### src/rtl/segment_7.sv
// Registered 4-bit digit code to seven-segment decoder.
// Output bit order is {g,f,e,d,c,b,a}. Polarity and hex-glyph support are build-time options.
module segment_7 #(
    parameter bit ACTIVE_LOW = 1'b1,  // 1: common anode, lit segment = 0
    parameter bit HEX_EN     = 1'b1   // 1: codes 10-15 show A,b,C,d,E,F; 0: blank
) (
    input  logic       clk,
    input  logic       rst,
    input  logic [3:0] bcd,
    output logic [6:0] seg
);

    // Blank pattern in output polarity (all segments off)
    localparam logic [6:0] Blank = ACTIVE_LOW ? 7'b1111111 : 7'b0000000;

    logic [6:0] pat;       // active-high segment pattern
    logic [6:0] seg_next;  // pattern in output polarity

    // Decode digit code to active-high pattern; unknown codes fall to the blank default
    always_comb begin
        pat = 7'b0000000;
        case (bcd)
            4'h0:    pat = 7'b0111111;
            4'h1:    pat = 7'b0000110;
            4'h2:    pat = 7'b1011011;
            4'h3:    pat = 7'b1001111;
            4'h4:    pat = 7'b1100110;
            4'h5:    pat = 7'b1101101;
            4'h6:    pat = 7'b1111101;
            4'h7:    pat = 7'b0000111;
            4'h8:    pat = 7'b1111111;
            4'h9:    pat = 7'b1101111;
            4'hA:    pat = HEX_EN ? 7'b1110111 : 7'b0000000;
            4'hB:    pat = HEX_EN ? 7'b1111100 : 7'b0000000;
            4'hC:    pat = HEX_EN ? 7'b0111001 : 7'b0000000;
            4'hD:    pat = HEX_EN ? 7'b1011110 : 7'b0000000;
            4'hE:    pat = HEX_EN ? 7'b1111001 : 7'b0000000;
            4'hF:    pat = HEX_EN ? 7'b1110001 : 7'b0000000;
            default: pat = 7'b0000000;
        endcase
        seg_next = ACTIVE_LOW ? ~pat : pat;
    end

    // Output register: reset blanks the digit, otherwise load the decoded pattern
    always_ff @(posedge clk) begin
        if (rst) begin
            seg <= Blank;
        end else begin
            seg <= seg_next;
        end
    end

endmodule

### config.mk
export PLATFORM = sky130hd
export DESIGN_NAME = segment_7
export DESIGN_NICKNAME = d
export VERILOG_FILES = /design/src/rtl/segment_7.sv
export SDC_FILE = /design/constraint.sdc
export NUM_CORES = 1
export LEC_CHECK = 0
export ABC_AREA = 0
export BUFFER_PORTS_ARGS = -buffer_cell sky130_fd_sc_hd__buf_4
export CAP_MARGIN = 20
export CORE_AREA = 2 2 39 41
export DETAILED_ROUTE_END_ITERATION = 12
export DIE_AREA = 0 0 41 43
export PLACE_DENSITY = 0.57
export SYNTH_ARGS = -nofsm -noshare
export SYNTH_HDL_FRONTEND = slang
export SYNTH_SLANG_ARGS = --single-unit
export TNS_END_PERCENT = 1
### constraint.sdc
create_clock -name clk -period 1.38 [get_ports clk]
set_clock_uncertainty 0.2 [all_clocks]
set_input_delay 0 -clock clk [delete_from_list [all_inputs] [get_ports clk]]
set_output_delay 0 -clock clk [all_outputs]
set_load 0.02 [all_outputs]
# Yosys cells after proc, flatten, opt, wreduce, memory -nomap -nowiden
# Memories as Yosys holds them, arrays and structs flattened.
# Cells that the tools add are included.
[word_totals]
regBits = 7
romBits = 112
in_bits = 6
out_inout_bits = 7
elab_cells = 3
n_memories = 1
[classes]
bitwise = 1
[memory_table]
columns = ["memory", "depth", "width", "rd", "rd_ports_with_merged_regs", "write_ports", "line", "source"]
rows = [
  ["(name not given)", 16, 7, 1, 0, 0, "22", "case (bcd)"],
]
[ops]
columns = ["operator", "count"]
rows = [
  ["7-bit NOT", 1],
]

# Depth between registers and ports, before layout
# An unclocked memory read counts as a cell.
[logic_depth]
word_depth = 2
ltp_mapped = 5
depth_no_buf = 5

# Least setup slack after synthesis
# Ideal clock, no wire load.
[synth_path]
path_type = "input to register"
start = "input bcd[0]"
end = "register seg[6]"
setup_ps = 122
arrival_ps = 792
setup_slack_ps = 266
path_stages = 4
path_buffers = 0
cell_sequence = "inv_1 > ha_1 > mux2_2 > a221o_1"
[synth_via]
elab_chain_cells = 2
[synth_rtl]
columns = ["element", "line", "source"]
rows = [
  ["start: declaration", "9", "input logic [3:0] bcd,"],
  ["memory 16 x 7 bit", "-", ""],
  ["7-bit NOT", "41", "seg_next = ACTIVE_LOW ? ~pat : pat;"],
  ["end signal: assignment", "47", "seg <= Blank;"],
  ["end signal: assignment", "49", "seg <= seg_next;"],
  ["end: declaration", "10", "output logic [6:0] seg"],
]
# No other way between the ends.
# A chain may end at the register's enable or synchronous reset.

# Worst setup path after layout
[layout_path]
start = "input bcd[2]"
end = "register seg[4]"
# Same word-level chain as after synthesis.

==> summary.txt <==
Status: finished, violations left
Failing checks: hold timing
Largest family of logic cells by synthesized area: compound AO/OA/AOI/OAI gates
Ports: 13
First-pass GRT wire length: 1.359 mm
Instance count on the critical path: 5
Ys Warns: 0
Buf+Inv Stages, Crit Path: 3
CP arrival: 1.25 ns
Number of buffers added on ports: 12
Adder-cell share of the synthesized area: 0.1846
GR peak layer: met2
Worst slew margin: 0.8017
Initial Util: 0.2939
Mean post-synth cell area: 10.17 um2
Antenna cells: 0
Most used DFF post-synth: dfxtp_1
VDD IR max: 269.3 uV
PD cells: 899.6 mW/mm2
Flip-flop and latch count after synthesis: 7
Total gr overflow: 0
Final nets: 76
Cell Area, Synth: 406.6 um2
Number of global-route vias before repair: 344
Mux share of post-synthesis cell area: 0.1015
Simple-Gate Fraction of Synth Area: 0.1046
Post-synth EDFFs: 0
Antenna violations before repair: 0
Clock root buffer: clkbuf_4
Post-detail-place hpwl: 594.6 um
Critical-path maximum fanout: 7
Largest net degree at the start of global routing: 9
M2 GR Usage: 0.1594
Synth-to-Final Area Change: 51.08%
Final min period: 1.314 ns
Met3 Use GR: 0.02094
Critical path's top delay family: buffers and inverters
Launch point of the worst path: bcd[2]
Die width: 41 um
Post-CTS Setup Inserts: 0
Detailed Route Iter0 Violations: 12
Clock sinks: 7
Leak: 0.2876 nW
Final setup fails: 0
Die area: 0.001763 mm2
RSZ-0062 raised after global routing: false
Largest register FFs: 7
Core Area: 0.001384 mm2
Maximum clock path buffer count: 2
Tot GR Track Use: 0.1167
DRC violations left: 0
Startpoint types: input pin
Max-cap violations: 0
Cell Rows: 14
Sum of negative setup slack: 0 ns
CP required: 1.31 ns
CP Capture Type: register
Critical path class: input pin to register
CP endpoint: seg[4]$_SDFF_PP1_
Clk pin slew, worst setup/hold paths: 0.05 ns
Hold Path Class: input pin to register
Synth Area in Compound Gates: 0.2000
XOR/XNOR Fraction of Synth Area: 0
Post-DRT Antenna Nets: 0
Synth top area share: 0.3446
Detailed Route WL: 827 um
CTS Buf Count: 3
Period utilisation layout: 0.9521
GPL Wtd Cong: 0.7643
Worst slew pin tran: 0.2964 ns
Worst path max stage delay: 0.53 ns
Routed via count: 378
Largest register by flop count: seg
Yosys cell types: 19
Ys async rst share: 0
Grt met1 use: 0.1359
Fin util: 0.4439
Via-to-Cell Ratio: 4.785
CTS tree: yes
# H-tree levels: 1
Fillers: 130
Register area share after synthesis: 0.3446
Cells after Synth: 40
Iteration count of the initial detailed-routing pass: 4
Final Hold Vio Count: 3
Synth area leaders: dfxtp_1 34%, ha_1 18%, mux2i_1 7.4%, a221o_1 4.9%, inv_1 3.7%
Synth area leader: dfxtp_1
Mapped Nets: 52
Critical path's slowest cell: dlygate4sd3_1
Layout cells sized above 1: 0.3175
Chip height: 43 um
Top Registers: seg x7
F_max: 761.1 MHz
Hold WS: -0.03015 ns
WL/cell: 10.47 um
Slew Viols, Final: 0
Critical Path, Cell by Cell: dlygate4sd3_1, buf_4, inv_1, a211oi_1, a311o_2
[report_power, final]
group          internal, mW  total [mW]  switching [mW]
combinational        0.0737       0.146          0.0725
sequential            0.219       0.223         0.00410
clock                 0.110       0.183          0.0731
[cells by family after synthesis]
family / Yosys count
adders and majority gates: 6
muxes: 4
DFF: 7
AOI/OAI and AO/OA: 10
buffers and inverters: 5
and+or+nand+nor: 8
[worst min path at each step]
stage / startpoint / to / slack (ns) / cells past startpoint
2_1_floorplan: rst / seg[1]$_SDFF_PP1_ / -0.1 / 2
3_3_place_gp: rst / seg[0]$_SDFF_PP1_ / 0.06 / 3
3_5_place_dp: rst / seg[1]$_SDFF_PP1_ / 0.06 / 3
4_1_cts: bcd[0] / seg[1]$_SDFF_PP1_ / -0.20 / 3
5_1_grt: bcd[3] / seg[3]$_SDFF_PP1_ / 0.006 / 4
6_report: bcd[0] / seg[1]$_SDFF_PP1_ / -0.03 / 4
[tightest hold or removal path, delay by kind of cell]
kind,cells,cell delay (ns)
buffers and inverters,2,0.17
muxes,1,0.12
AOI/OAI and AO/OA,1,0.08
[synthesized netlist by cell type (2+ instances only)]
library cell and n:
ha_1 6, nor2_1 4, dfxtp_1 7, mux2i_1 3
inv_1 4, o21ai_0 2, a221o_1 2
[layout make-up]
class	count	area (um2)	share of cell area
sequential	7	140.1	0.2281
inverter	4	15.01	0.02444
multi-input combinational	28	242.7	0.3951
tap	16	20.02	0.03259
timing repair buffer	20	170.2	0.2770
clock buffer	4	26.28	0.04277
[placed cells by master (no fill, tap or decap), drive strengths merged]
cell type,Yosys,routed
nand2b,1,1
mux2i,3,3
a31oi,1,1
a311o,2,2
a221o,2,2
dlygate4sd3,0,8
nor3,1,1
ha,6,6
clkbuf,0,4
o21ai,2,2
a211oi,1,1
inv,4,4
buf,1,12
dfxtp,7,7
or2b,1,1
o211ai,1,1
mux2,1,1
nor2b,1,1
o311ai,1,1
nor2,4,4
[what timing repair did]
item                       4_1_cts  5_1_grt
hold endpoints to repair         7        2
gates resized for setup          0        2
setup endpoints to repair        0        1
hold buffers                     5        3
[through the flow]
| stage | power [mW] | area, um2 | setup slack [ns] | instances |
|---|---|---|---|---|
| detailed placement | 0.3552 | 505.5 | 0.07494 | 67 |
| floorplan | 0.3032 | 406.6 | 0.2660 | 40 |
| global placement | 0.3563 | 505.5 | 0.05694 | 67 |
| finish | 0.5527 | 614.3 | 0.06609 | 79 |
| global route | 0.5828 | 614.3 | 0.03450 | 79 |
| CTS | 0.5501 | 581.8 | 0.04234 | 76 |
[metal layers]
metal | wire [um] | vias to the layer above
li1 | - | 193
met5 | 0 | -
met1 | 317 | 167
met2 | 435 | 18
met4 | 0 | 0
met3 | 74 | 0
(Power assumes the default switching activity.)
